===== src/rtl/parking_pkg.sv =====
// Shared definitions for the parking-lot gate controller: sensor codes,
// FSM state encoding and the default lot capacity.
package parking_pkg;

    localparam logic [1:0] AB_CLR  = 2'b00;
    localparam logic [1:0] AB_B    = 2'b01;
    localparam logic [1:0] AB_BOTH = 2'b11;
    localparam logic [1:0] AB_A    = 2'b10;

    localparam int unsigned CAPACITY_DEF = 16;

    typedef enum logic [2:0] {
        IDLE,
        IN1,
        IN2,
        IN3,
        OUT1,
        OUT2,
        OUT3,
        ERR
    } state_t;

endpackage


===== src/rtl/sensor_debounce.sv =====
// Two-flop synchroniser plus debounce filter for the 2-bit sensor bus.
// changed pulses for one cycle after ab_f takes a new value.
module sensor_debounce #(
    parameter int unsigned DEBOUNCE = 4
) (
    input  logic       clk,
    input  logic       reset,
    input  logic [1:0] ab,
    output logic [1:0] ab_f,
    output logic       changed
);

    localparam int unsigned CW = $clog2(DEBOUNCE + 1);

    logic [1:0]    sync1;
    logic [1:0]    ab_s;
    logic [1:0]    ab_p;
    logic [CW-1:0] cnt;
    logic [CW-1:0] cnt_nxt;

    // ab_p holds last cycle's ab_s so any change of the candidate restarts the run at 1
    always_comb begin
        cnt_nxt = CW'(1);
        if (ab_s == ab_p) begin
            cnt_nxt = cnt + 1'b1;
        end
    end

    always_ff @(posedge clk or posedge reset) begin
        if (reset) begin
            sync1   <= '0;
            ab_s    <= '0;
            ab_p    <= '0;
            ab_f    <= '0;
            cnt     <= '0;
            changed <= 1'b0;
        end else begin
            sync1   <= ab;
            ab_s    <= sync1;
            ab_p    <= ab_s;
            changed <= 1'b0;
            if (ab_s == ab_f) begin
                cnt <= '0;
            end else if (cnt_nxt >= CW'(DEBOUNCE)) begin
                ab_f    <= ab_s;
                cnt     <= '0;
                changed <= 1'b1;
            end else begin
                cnt <= cnt_nxt;
            end
        end
    end

endmodule


===== src/rtl/parking_lot_ctrl.sv =====
// Two-sensor gate controller: debounced Gray-sequence tracking of entries and
// exits with a saturating occupancy count and sticky error flags.
module parking_lot_ctrl
    import parking_pkg::*;
#(
    parameter int unsigned CAPACITY = CAPACITY_DEF,
    parameter int unsigned CNT_W    = 5,
    parameter int unsigned DEBOUNCE = 4
) (
    input  logic             clk,
    input  logic             reset,
    input  logic [1:0]       ab,
    input  logic             clr_err,
    output logic             entry,
    output logic             exit,
    output logic [CNT_W-1:0] count,
    output logic             full,
    output logic             empty,
    output logic             ovf,
    output logic             udf,
    output logic             seq_err
);

    localparam logic [CNT_W-1:0] CAP = CNT_W'(CAPACITY);

    logic [1:0] ab_f;
    logic       changed;
    state_t     state;
    state_t     state_nxt;
    logic       ev_in;
    logic       ev_out;
    logic       jump;

    sensor_debounce #(
        .DEBOUNCE (DEBOUNCE)
    ) u_debounce (
        .clk     (clk),
        .reset   (reset),
        .ab      (ab),
        .ab_f    (ab_f),
        .changed (changed)
    );

    assign full  = (count == CAP);
    assign empty = (count == '0);

    // ab_f only reports a change, so the default arm of each case is the two-bit jump
    always_comb begin
        state_nxt = state;
        ev_in     = 1'b0;
        ev_out    = 1'b0;
        if (changed) begin
            case (state)
                IDLE: begin
                    case (ab_f)
                        AB_B:    state_nxt = IN1;
                        AB_A:    state_nxt = OUT1;
                        AB_BOTH: state_nxt = ERR;
                        default: state_nxt = IDLE;
                    endcase
                end
                IN1: begin
                    case (ab_f)
                        AB_BOTH: state_nxt = IN2;
                        AB_CLR:  state_nxt = IDLE;
                        default: state_nxt = ERR;
                    endcase
                end
                IN2: begin
                    case (ab_f)
                        AB_A:    state_nxt = IN3;
                        AB_B:    state_nxt = IN1;
                        default: state_nxt = ERR;
                    endcase
                end
                IN3: begin
                    case (ab_f)
                        AB_CLR: begin
                            state_nxt = IDLE;
                            ev_in     = 1'b1;
                        end
                        AB_BOTH: state_nxt = IN2;
                        default: state_nxt = ERR;
                    endcase
                end
                OUT1: begin
                    case (ab_f)
                        AB_BOTH: state_nxt = OUT2;
                        AB_CLR:  state_nxt = IDLE;
                        default: state_nxt = ERR;
                    endcase
                end
                OUT2: begin
                    case (ab_f)
                        AB_B:    state_nxt = OUT3;
                        AB_A:    state_nxt = OUT1;
                        default: state_nxt = ERR;
                    endcase
                end
                OUT3: begin
                    case (ab_f)
                        AB_CLR: begin
                            state_nxt = IDLE;
                            ev_out    = 1'b1;
                        end
                        AB_BOTH: state_nxt = OUT2;
                        default: state_nxt = ERR;
                    endcase
                end
                ERR: begin
                    if (ab_f == AB_CLR) begin
                        state_nxt = IDLE;
                    end
                end
                default: state_nxt = IDLE;
            endcase
        end
        jump = (state_nxt == ERR) && (state != ERR);
    end

    always_ff @(posedge clk or posedge reset) begin
        if (reset) begin
            state <= IDLE;
            entry <= 1'b0;
            exit  <= 1'b0;
        end else begin
            state <= state_nxt;
            entry <= ev_in;
            exit  <= ev_out;
        end
    end

    // Set terms are OR-ed after the clear so a coincident event wins over clr_err
    always_ff @(posedge clk or posedge reset) begin
        if (reset) begin
            count   <= '0;
            ovf     <= 1'b0;
            udf     <= 1'b0;
            seq_err <= 1'b0;
        end else begin
            if (ev_in && !full) begin
                count <= count + 1'b1;
            end else if (ev_out && !empty) begin
                count <= count - 1'b1;
            end
            ovf     <= (ovf & ~clr_err) | (ev_in & full);
            udf     <= (udf & ~clr_err) | (ev_out & empty);
            seq_err <= (seq_err & ~clr_err) | jump;
        end
    end

endmodule


===== config.mk =====
export PLATFORM = sky130hd
export DESIGN_NAME = parking_lot_ctrl
export DESIGN_NICKNAME = d
export VERILOG_FILES = /design/src/rtl/parking_pkg.sv /design/src/rtl/sensor_debounce.sv /design/src/rtl/parking_lot_ctrl.sv
export SDC_FILE = /design/constraint.sdc
export NUM_CORES = 1
export LEC_CHECK = 0
export BUFFER_PORTS_ARGS = -buffer_cell sky130_fd_sc_hd__clkbuf_2
export CAP_MARGIN = 20
export CORE_MARGIN = 2
export CORE_UTILIZATION = 60
export DETAILED_ROUTE_END_ITERATION = 6
export GPL_TIMING_DRIVEN = 0
export PLACE_DENSITY = 0.82
export SYNTH_ARGS = -nofsm -noshare
export SYNTH_HDL_FRONTEND = slang
export SYNTH_SLANG_ARGS = --single-unit
export TNS_END_PERCENT = 100

===== constraint.sdc =====
create_clock -name clk -period 6 [get_ports clk]
set_input_delay 0.6 -clock clk [delete_from_list [all_inputs] [get_ports clk]]
set_output_delay 0.6 -clock clk [all_outputs]
set_load 0.05 [all_outputs]

======== Word-level counts from Yosys, hierarchy flattened ========
Index checks and enable logic that the tools add are counted.
storage, ports and cells
  memories kept ........................... 0
  ROM bits ................................ 0
  bits of input ports ..................... 5
  logic and storage cells ................. 74
  bits in writable memories ............... 0
  bits in registers ....................... 25
  latch bits .............................. 0
operators by class
  shift-type cells ........................ 0
  multiplexer cells ....................... 20
  reductions and logical operators ........ 12
  $mul .................................... 0
  divide/modulo/power cells ............... 0
  eq/ne operators ......................... 15
  bitwise operators ....................... 10
  add/sub/neg operators ................... 3
  order comparisons ....................... 1
operators with widths
  kind                   count
  $pmux W3 S2            3
  $pmux W3 S6            1
  $eq A3 B3 Y1 const B   5
  $mux W3                5
  $mux W5                2
  $pmux W3 S3            1
  $mux W1                7
  $eq A3 B2 Y1 const B   2
  $add A5 B1 Y5 const B  1
  $and A1 B1 Y1          5
  $eq A5 B5 Y1 const B   1
  $logic_not A5 Y1       1
  $sub A5 B1 Y5 const B  1
  $eq A2 B2 Y1           2
  $eq A2 B2 Y1 const B   2
  $pmux W2 S2            1
  $reduce_or A2 Y1       2
  $add A3 B1 Y3 const B  1
  $eq A3 B1 Y1 const B   1
  $ge A3 B3 Y1 const B   1
  $logic_and A1 B1 Y1    3
  $logic_not A3 Y1       1
  $ne A3 B3 Y1 const B   1
  $or A1 B1 Y1           3
  6 further kinds        8

======== Logic depth before layout (Yosys ltp) ========
Gate-level depths: netlist of the first run.
  word-level depth ........................ 7
  mapped depth ............................ 10

======== Modules after synthesis ========
Synthesis of the first run repeated with hierarchy kept, for this count alone.
unflattened totals
  cell total of the unflattened synthesis .. 124
  area total of the unflattened synthesis .. 1387.6 µm²
modules (own cells, without submodules)
  module            area an instance (µm²)  seq. area each (µm²)  cells each  times used
  parking_lot_ctrl  938.4                   325.3                 96          1
  sensor_debounce   449.2                   300.3                 28          1

======== Least setup slack after synthesis of the first run ========
OpenSTA, ideal clock, no wires.
  kind .................................... reg-to-reg
  start point ............................. register count[0]
  end point ............................... register count[4]
  period minus slack after synthesis ...... 2541 ps
  required time ........................... 5856 ps
  library setup time ...................... 144 ps
  setup slack ............................. 3459 ps
  stages on the path, launching flop included .. 9
  buffers on the path ..................... 0
  arrival ................................. 2397 ps
  cell sequence ........................... dfrtp_1 nor4_2 a211oi_2 inv_1 fa_1 a21o_1 a21oi_1 mux2i_1 xnor2_1
between the ends
  cells in the longest elaborated chain, start to end .. 4
ends and longest elaborated chain
  what                                                                   line                     text
  from (decl)                                                            parking_lot_ctrl.sv:16   output logic [CNT_W-1:0] count,
  from (signal assigned)                                                 parking_lot_ctrl.sv:142  count <= count + 1'b1;
  from (signal assigned)                                                 parking_lot_ctrl.sv:144  count <= count - 1'b1;
  parallel branches: the longest is 4 deep, another holds $sub A5 B1 Y5  -
Several ways; the timed one is not identified. The select of a mux whose other input is x is not followed.
A chain may end at the register's enable or synchronous reset.

======== Worst setup path in the final report of the first run ========
  start point ............................. register u_debounce.ab_f[0]
  end point ............................... register count[4]
between the ends
  cells in the longest elaborated chain, start to end .. 6
ends and longest elaborated chain
  what                                                  line                                              text
  from (decl)                                           sensor_debounce.sv:9                              output logic [1:0] ab_f,
  from (signal assigned)                                sensor_debounce.sv:45                             ab_f <= ab_s;
  $logic_not A2 Y1 *                                    parking_lot_ctrl.sv:77, parking_lot_ctrl.sv:101
  $mux W1 *                                             parking_lot_ctrl.sv:77, parking_lot_ctrl.sv:101
  $mux W1                                               parking_lot_ctrl.sv:53                            case (state)
  $mux W1                                               parking_lot_ctrl.sv:52                            if (changed) begin
  $logic_and A1 B1 Y1 (on tied branches)                parking_lot_ctrl.sv:141, parking_lot_ctrl.sv:143
  $mux W5 / $reduce_bool A2 Y1 (equally long branches)  -
Mark *: on every way between the ends. The rest lies on a longest branch, timed or not.

==> results of run 1 <==
registers in the layout, summed over array words and instances (netlist names), 2 cells and up:
signal / cells
u_debounce.sync1: 2
count: 5
u_debounce.ab_p: 2
u_debounce.ab_s: 2
state: 3
u_debounce.cnt: 3
u_debounce.ab_f: 2
cell families after synthesis:
kind of cell / Yosys count / synth area share (%)
buf+inv: 13 / 4.51
other cells: 1 / 0.282
xor+xnor: 9 / 5.92
flops: 25 / 47.0
compound gates: 25 / 13.8
mux: 8 / 6.48
simple gates: 26 / 11.1
fa+ha+maj: 11 / 10.9
worst min path at each step:
stage,to
2_1_floorplan,u_debounce.ab_s[0]$_DFF_PP0_
6_report,u_debounce.ab_s[0]$_DFF_PP0_
4_1_cts,u_debounce.ab_s[0]$_DFF_PP0_
3_5_place_dp,u_debounce.ab_s[1]$_DFF_PP0_
3_3_place_gp,u_debounce.ab_s[0]$_DFF_PP0_
5_1_grt,u_debounce.sync1[0]$_DFF_PP0_
area by class of cell:
type / count / area (sq um) / area share (%)
repair buffers: 16 / 80.1 / 5.43
well taps: 28 / 35.0 / 2.38
clock buffers: 3 / 22.5 / 1.53
multi-input cells: 80 / 646 / 43.8
clock inverters: 1 / 5.00 / 0.340
inverters: 9 / 33.8 / 2.29
plain buffers: 4 / 26.3 / 1.78
flip-flops and latches: 25 / 626 / 42.4
power breakdown:
group / total (uW) / internal, uW / switching (uW) / leakage (uW)
clock: 73.2 / 24.9 / 48.4 / 0.0000177
combinational: 400 / 152 / 248 / 0.000391
sequential: 253 / 207 / 45.4 / 0.000314
layout by cell type, fill, tap and decap left out, types with 3 or more instances in the layout:
master / n
sky130_fd_sc_hd__mux2i_1: 3
sky130_fd_sc_hd__nand2b_1: 3
sky130_fd_sc_hd__ha_1: 10
sky130_fd_sc_hd__clkbuf_4: 3
sky130_fd_sc_hd__nor2_1: 5
sky130_fd_sc_hd__xor2_1: 4
sky130_fd_sc_hd__buf_2: 3
sky130_fd_sc_hd__xnor2_1: 5
sky130_fd_sc_hd__a21oi_1: 5
sky130_fd_sc_hd__mux2_1: 3
sky130_fd_sc_hd__inv_1: 9
sky130_fd_sc_hd__dfrtp_1: 25
sky130_fd_sc_hd__nand2_1: 5
sky130_fd_sc_hd__o21ai_0: 3
sky130_fd_sc_hd__clkbuf_2: 16
per-stage QoR:
step / std cells / util [%] / setup slack (ns) / total power (uW)
3_5_place_dp: 162 / 67.3 / 3.36 / 655
6_report: 166 / 68.6 / 3.36 / 726
3_3_place_gp: 162 / 67.3 / 3.41 / 635
2_1_floorplan: 118 / - / 3.46 / 572
4_1_cts: 166 / 68.6 / 3.33 / 730
5_1_grt: 166 / 68.6 / 3.20 / 777
routing by layer:
metal	GRT usage [%]	up-vias	wire, um	part of all wire, %
met1	25.5	439	992	46
met2	31.4	22	1050	49
met3	3.51	2	88	4.1
met5	0	-	0	0
met4	6.76	0	25	1.2
li1	-	450	-	-
critical path: stages (launching register included):
cell and delay [ns]:
sky130_fd_sc_hd__dfrtp_1 0.47, sky130_fd_sc_hd__inv_1 0.13, sky130_fd_sc_hd__ha_1 0.18, sky130_fd_sc_hd__nand4_1 0.14
sky130_fd_sc_hd__a211oi_2 0.35, sky130_fd_sc_hd__inv_1 0.17, sky130_fd_sc_hd__fa_1 0.43, sky130_fd_sc_hd__a21o_1 0.18
sky130_fd_sc_hd__a21oi_1 0.17, sky130_fd_sc_hd__mux2i_1 0.23, sky130_fd_sc_hd__xnor2_1 0.13
==> results.md, run 1 <==
Floorplan:
- The vertical die dimension is 51.1 um.
- The area enclosed by the die boundary is 2610 sq um.
- Once the floorplan was initialized, standard cells occupied 62.0% of the core.
- The number of ports placed on the die boundary is 17.
- The total core area is 2150 sq um.
- Row generation in the floorplan step produced 17 rows.
- The die width is 51.1 um.

Power and ir drop:
- Summed over all cells, the static leakage comes to 0.000723 uW.
- Dividing total power by cell area gives a power density of 492 nW/um^2.
- VDD sags by at most 0.313 mV.

STA:
- The worst-case hold slack is 0.367 ns.
- The number of endpoints failing setup at the final stage is 0.
- The portion of the clock cycle consumed by the worst path in the final layout is 44.0%.
- The setup clock skew after layout is 0.00517 ns.
- After layout, the minimum clock period comes to 2.64 ns.
- The max-slew headroom at the worst pin is 40.4%.
- Derived from the worst setup path, the maximum achievable clock frequency is 378 MHz.
- The transition time at the pin with the least slew margin is 0.893 ns.
- Setup repair after global routing left no endpoint under its margin.
- The number of hold-slack violations in the final timing report came to 0.
- The number of slew-limit violations in the final report is 0.
- For the final routed database, the setup TNS stands at 0 ns.

Routing:
- Wires add up to 2160 um.
- In this run, the number of DRC markers left after iteration 0 of detailed routing was 18.
- The wire length per cell is 13.0 um.
- The DRC violations left is 0.
- The antenna violation net count after detailed routing is 0.
- The pre-antenna-repair detailed-routing pass consisted of 4 iterations.
- The detailed router placed 913 vias in this run.
- Using the TritonRoute via totals, the vias-per-cell ratio works out to 5.50.

Worst setup path:
- The launching point of the worst reg2reg path is u_debounce.ab_f[0]$_DFFE_PP0P_.
- The worst setup path is launched from a register.
- The worst register-to-register path ends at count[4]$_DFFE_PP0P_.
- The critical path start-end classification is reg -> reg.
- The capturing instance or port of the critical path is count[4]$_DFFE_PP0P_.
- The worst setup path startpoint is u_debounce.ab_f[0]$_DFFE_PP0P_.
- Counting cells, the worst reg-to-reg path comes to 10.
- The worst register-to-register path has a setup slack of 3.36 ns.
- The type of element capturing the critical path is a register.
- Data on the critical path arrives at its endpoint at 2.88 ns.
- Along the worst path, the maximum fanout reaches 6.
- For the worst setup path, the data required time is 6.24 ns.

Synth:
- The share of Yosys cell area claimed by the top area cell type is 47.0%.
- The cell type contributing the most total cell area after synthesis is sky130_fd_sc_hd__dfrtp_1.
- The number of distinct standard cells referenced by the synthesized netlist is 41.
- Counting instances in the post-synthesis netlist gives the leading cell types as sky130_fd_sc_hd__dfrtp_1 (25), sky130_fd_sc_hd__ha_1 (10), sky130_fd_sc_hd__inv_1 (9).
- The sequential fraction of the synthesis area is 47.0%.
- Counting flops with a built-in enable in the synthesized netlist gives 0.
- The warning count from the yosys run is 0.
- By area the synthesized netlist is led by sky130_fd_sc_hd__dfrtp_1 (47%), sky130_fd_sc_hd__ha_1 (9.4%), sky130_fd_sc_hd__xnor2_1 (3.3%), sky130_fd_sc_hd__xor2_1 (2.6%), sky130_fd_sc_hd__inv_1 (2.5%).
- The most repeated cell in the gate-level netlist after synthesis is sky130_fd_sc_hd__dfrtp_1.
- In this run the mean area of a mapped cell was 11.3 sq um.
- The share of async-settable or async-resettable flops after synthesis is 100%.
- Synthesis produced a netlist whose cell count is 118.
- The synthesized design contains 25 register bits.
- Counting every net in the synthesized netlist gives 134.
- In the synthesized netlist the dominant register cell turns out to be sky130_fd_sc_hd__dfrtp_1.
- The mapped netlist covers 1330 sq um.

Final layout:
- The count of inserted antenna diode cells is 0.
- With fillers left out, the area of the finished cells amounts to 1470 sq um.
- The synthesis-to-finish area growth is 10.7%.
- Cells with a size suffix above 1 make up 23.2% of the layout.
- The fill cell instance count of the final layout is 167.
- The final layout net count is 155.

Clocking:
- After clock tree synthesis, the flow added hold-fix buffers numbering 0.
- The number of buffers between clock root and the deepest sink is 2.
- In this run the post-CTS setup repair buffer count came out at 0.
- TritonCTS created 3 clock buffers.
- The later pin in the worst-skew pair is clocked with a latency of 0.31 ns.
- The root buffer cell is sky130_fd_sc_hd__clkbuf_4.
- The post-CTS resize count is 0.
- The H-tree depth reported by CTS is 1.
- The total number of clock tree sinks is 25.
- TritonCTS built the clock tree.
- The clock-pin slew of the registers on the worst-case setup and hold paths is 0.13 ns.

Status:
- The flow ran to the end, and the final reports show no timing, DRC or antenna violations.

Place:
- The count of buffers added on input and output ports is 16.
- The total half-perimeter wirelength after legalization and detailed placement is 1650 um.
- The placement-stage cell area is 1450 sq um.
- Routability-driven placement finished with a final weighted congestion of 0.743.

Min path:
- In this run the most critical hold path is launched from u_debounce.sync1[0]$_DFF_PP0_.
- The number of stages on the worst hold path is 0.
- In this run the worst hold path is classified as reg -> reg.

Global route:
- The sum of overflow across all layers after global routing is 0.
- The number of antenna violations at the first check in global routing was 0.
- Entering global routing, the biggest net connects 26 pins.
- Global routing used 19.2% of the available tracks across all layers.
- The number of global-route vias before repair is 814.
- The first global-routing pass estimated 3690 um of wire.

Job:
- The number of max-capacitance violations reported is 0.
No activity file was read; power rests on OpenSTA's default activity.
==> run 2: changes to the inputs <==
- CORE_UTILIZATION: 60 -> 51
- PLACE_DENSITY: 0.82 -> 0.74
- clock period: 6 -> 2.4 ns (I/O delays scaled with it)
==> run 2 against run 1 <==
Flip-flop and latch count did not move. Critical endpoint unchanged. Non-clock buffer count rose by 10. Routed wire length rose by 9.5%. Count of clock-buffer cells in the layout did not move. Core utilization fell by 4.0 points. Sequential share of layout area fell by 2.9 points. Worst hold slack got worse by 0.30 ns. Clock power rose to 2.5 times the previous value. Clock skew fell by 0.0010 ns. Setup slack got worse by 3.3 ns. Via count rose by 5.6%. Largest power group unchanged. Critical path depth rose by 1.
==> results.md, run 2 (synthesis results as in run 1) <==
STA:
- The setup clock skew after layout was 0.00418 ns (-0.000996 ns).
- The max-slew headroom at the worst pin is 40.8% (+0.44 points).
- The number of slew-limit violations in the final report is 0 (unchanged).
- The transition time at the pin with the least slew margin was 0.887 ns (-0.00653 ns).
- The portion of the clock cycle consumed by the worst path in the final layout came to 96.2% (+52 points).
- The number of endpoints failing setup at the final stage is 0 (unchanged).
- The time the final worst path needs with I/O delays and setup is 2.31 ns (-0.333 ns).
- The peak clock frequency supported by timing is 433 MHz (+14%).
- The number of hold-slack violations in the final timing report was 0 (unchanged).

Routing:
- The length of routed met2 wiring was 1200 um (+15%).
- The DRC violations left is 0 (unchanged).
- The count of routing violations after the opening detailed-route iteration is 18 (unchanged).
- The detailed router used layers up to and including met4.
- The average vias per placed instance is 5.42 (-1.5%).
- The wire length per cell is 13.3 um (+2.1%).
- The via count is 964 (+5.6%).
- The total met3 wirelength after detailed routing is 103 um (+17%).
- The routed length on met1 was 1030 um (+4.0%).
- The detailed-routing iteration count for the pre-antenna-repair pass is 5 (+1).
- The wire length reported by the detailed router is 2360 um (+9.5%).
- The antenna violation net count after detailed routing was 0 (unchanged).

Final layout:
- The post-layout instance count excluding filler cells is 178 (+7.2%).
- The post-layout instance area was 1600 sq um (+8.6%).
- The final layout net count was 165 (+6.5%).
- The commonest non-fill, non-tap cell in the layout is sky130_fd_sc_hd__dfrtp_1.
- The flip-flop count of the largest register, all copies and words added is 5 (unchanged).
- The count of inserted antenna diode cells is 0 (unchanged).
- The synthesis-to-finish area growth is 20.2%.
- In the layout the commonest cells are sky130_fd_sc_hd__dfrtp_1 (19), sky130_fd_sc_hd__clkbuf_2 (16), sky130_fd_sc_hd__ha_1 (8), sky130_fd_sc_hd__buf_4 (8).
- The share of final-layout standard cells stronger than drive strength 1 is 36.5% (+13 points).
- The largest registers in the layout are count: 5 flops, state: 3 flops, u_debounce.cnt: 3 flops.
- Counting flops per register, the top entry is count.

Global route:
- The wire length of the first global-routing pass is 3890 um (+5.4%).
- The total global-route track usage was 17.9% (-1.3 points).
- The number of global-route vias before repair is 928 (+14%).
- The sum of overflow across all layers after global routing came to 0 (unchanged).
- The largest net degree at the start of global routing is 26 (unchanged).
- The number of antenna violations at the first check in global routing came to 0 (unchanged).

Worst setup path:
- In this design, the critical path's most frequently occurring cell is sky130_fd_sc_hd__inv_2.
- The top fanout value on the critical path came to 4 (-2).
- The worst setup path is captured at a register.
- The data required time at the worst endpoint is 2.65 ns (-3.59 ns).
- The slowest cell on the critical path is sky130_fd_sc_hd__dfrtp_2.
- The family of cells with the greatest summed delay on the critical path is compound AO/OA/AOI/OAI gates.
- The delay of the slowest critical-path stage is 0.43 ns (-0.04 ns).
- The worst endpoint data arrival time is 2.56 ns (-0.32 ns).
- The launching point of the worst reg2reg path is u_debounce.ab_f[0]$_DFFE_PP0P_.
- The worst setup path startpoint is u_debounce.ab_f[0]$_DFFE_PP0P_.
- The critical path goes through inv_2, ha_2, nand4_1, a211oi_2, inv_2, buf_4, ha_4, a21o_1, a21oi_2, mux2i_1, xnor2_1.
- The count of buffering cells on the critical path with inverters included is 3 (+1).
- The type of origin of the critical path is a register.
- The setup path with the least slack is of type reg -> reg.

Floorplan:
- The die width is 55.1 um (+7.8%).
- The vertical die dimension is 55.1 um (+7.8%).
- The area enclosed by the die boundary is 3030 sq um (+16%).
- The number of core rows was 18 (+1).
- The total core area was 2480 sq um (+15%).
- The number of ports placed on the die boundary is 17 (unchanged).
- The effective utilization at floorplan is 53.7% (-8.2 points).

Clocking:
- The clock-pin slew of the registers on the worst-case setup and hold paths is 0.13 ns (about the same).
- The CTS tree is built.
- The number of buffers between clock root and the deepest sink is 2 (unchanged).
- In this run the clock root is driven by a sky130_fd_sc_hd__clkbuf_4.
- The H-tree depth reported by CTS is 1 (unchanged).
- The total number of clock tree sinks was 25 (unchanged).
- The number of clock buffers inserted by TritonCTS is 3 (unchanged).
- The clock latency on the worst-skew pair came to 0.32 ns (about the same).

Power and ir drop:
- The cell leakage power is 0.000761 uW (+5.2%).
- The power per unit of standard cell area is 1220 nW/um^2 (+150%).
- The maximum resistive drop on vdd is 0.878 mV (+180%).
- The total chip power was 1960 uW (+170%).

Place:
- The count of buffers inserted at the top-level ports is 16 (unchanged).
- The total instance count after detailed placement was 164 (+1.2%).
- The placement-stage cell area is 1460 sq um (+0.69%).
- The global placer's final weighted congestion is 0.850 (+14%).
- The total half-perimeter wirelength after legalization and detailed placement is 1690 um (+2.1%).

Status:
- The run finished with clean final reports.

Job:
- The number of max-capacitance violations reported is 0 (unchanged).

Min path:
- The class of the most critical hold timing path is in -> async.
-- run 2: worst register-to-register path, cell delays in order (launching register included) --
cell                       delay, ns
sky130_fd_sc_hd__dfrtp_2        0.43
sky130_fd_sc_hd__inv_2          0.07
sky130_fd_sc_hd__ha_2           0.17
sky130_fd_sc_hd__nand4_1        0.12
sky130_fd_sc_hd__a211oi_2       0.26
sky130_fd_sc_hd__inv_2          0.11
sky130_fd_sc_hd__buf_4          0.15
sky130_fd_sc_hd__ha_4           0.22
sky130_fd_sc_hd__a21o_1         0.19
sky130_fd_sc_hd__a21oi_2        0.16
sky130_fd_sc_hd__mux2i_1        0.22
sky130_fd_sc_hd__xnor2_1        0.14
-- run 2: report_power, final --
group	total (uW)	internal, uW	switching, uW
sequential	644	527	117
clock	185	63.7	122
combinational	1130	465	663
total	1960	1060	902
-- run 2: final cells by class --
type                    count  area (sq um)
well taps                  30          37.5
repair buffers             26           160
plain buffers               4          26.3
multi-input cells          80           679
clock buffers               3          22.5
inverters                   9          33.8
flip-flops and latches     25           633
fillers                   195           877
clock inverters             1          7.51
-- run 2: worst paths after layout --
| check | endpoint | slack (ns) | depth (start not counted) |
|---|---|---|---|
| min | count[2]$_DFFE_PP0P_ | 0.06 | 2 |
| max reg2reg | count[4]$_DFFE_PP0P_ | 0.09 | 11 |
| min reg2reg | u_debounce.ab_s[1]$_DFF_PP0_ | 0.37 | 0 |
| max | count[4]$_DFFE_PP0P_ | 0.09 | 11 |
| min in group clk | seq_err$_DFF_PP0_ | 0.24 | 3 |
| max in group asynchronous | count[0]$_DFFE_PP0P_ | 1.73 | 2 |
-- run 2: what timing repair did --
action | 4_1_cts | 5_1_grt
pin swaps | 1 | 3
buffers inserted | 3 | 5
gates cloned | 0 | 0
hold endpoints to repair | 0 | 2
gates resized for setup | 3 | 7
setup endpoints to repair | 2 | 2
hold buffers | 0 | 2
-- run 2: through the flow --
stage                     worst slack [ns]  utilization (%)  hold slack (ns)  setup TNS, ns
after detailed placement            -0.184             58.8            0.336         -0.336
after floorplan                     0.0280                -            0.267              0
final                               0.0906             64.6           0.0646              0
after global placement             -0.0925             58.8            0.340         -0.185
after global routing               -0.0752             64.6            0.150        -0.0925
after CTS                           0.0310             61.0         0.000868              0
-- run 2: layer usage --
metal / GRT usage, % / up-vias
met4: 6.50 / 0
met2: 32.5 / 21
met3: 4.84 / 5
met5: 0 / -
met1: 19.7 / 471
li1: - / 467
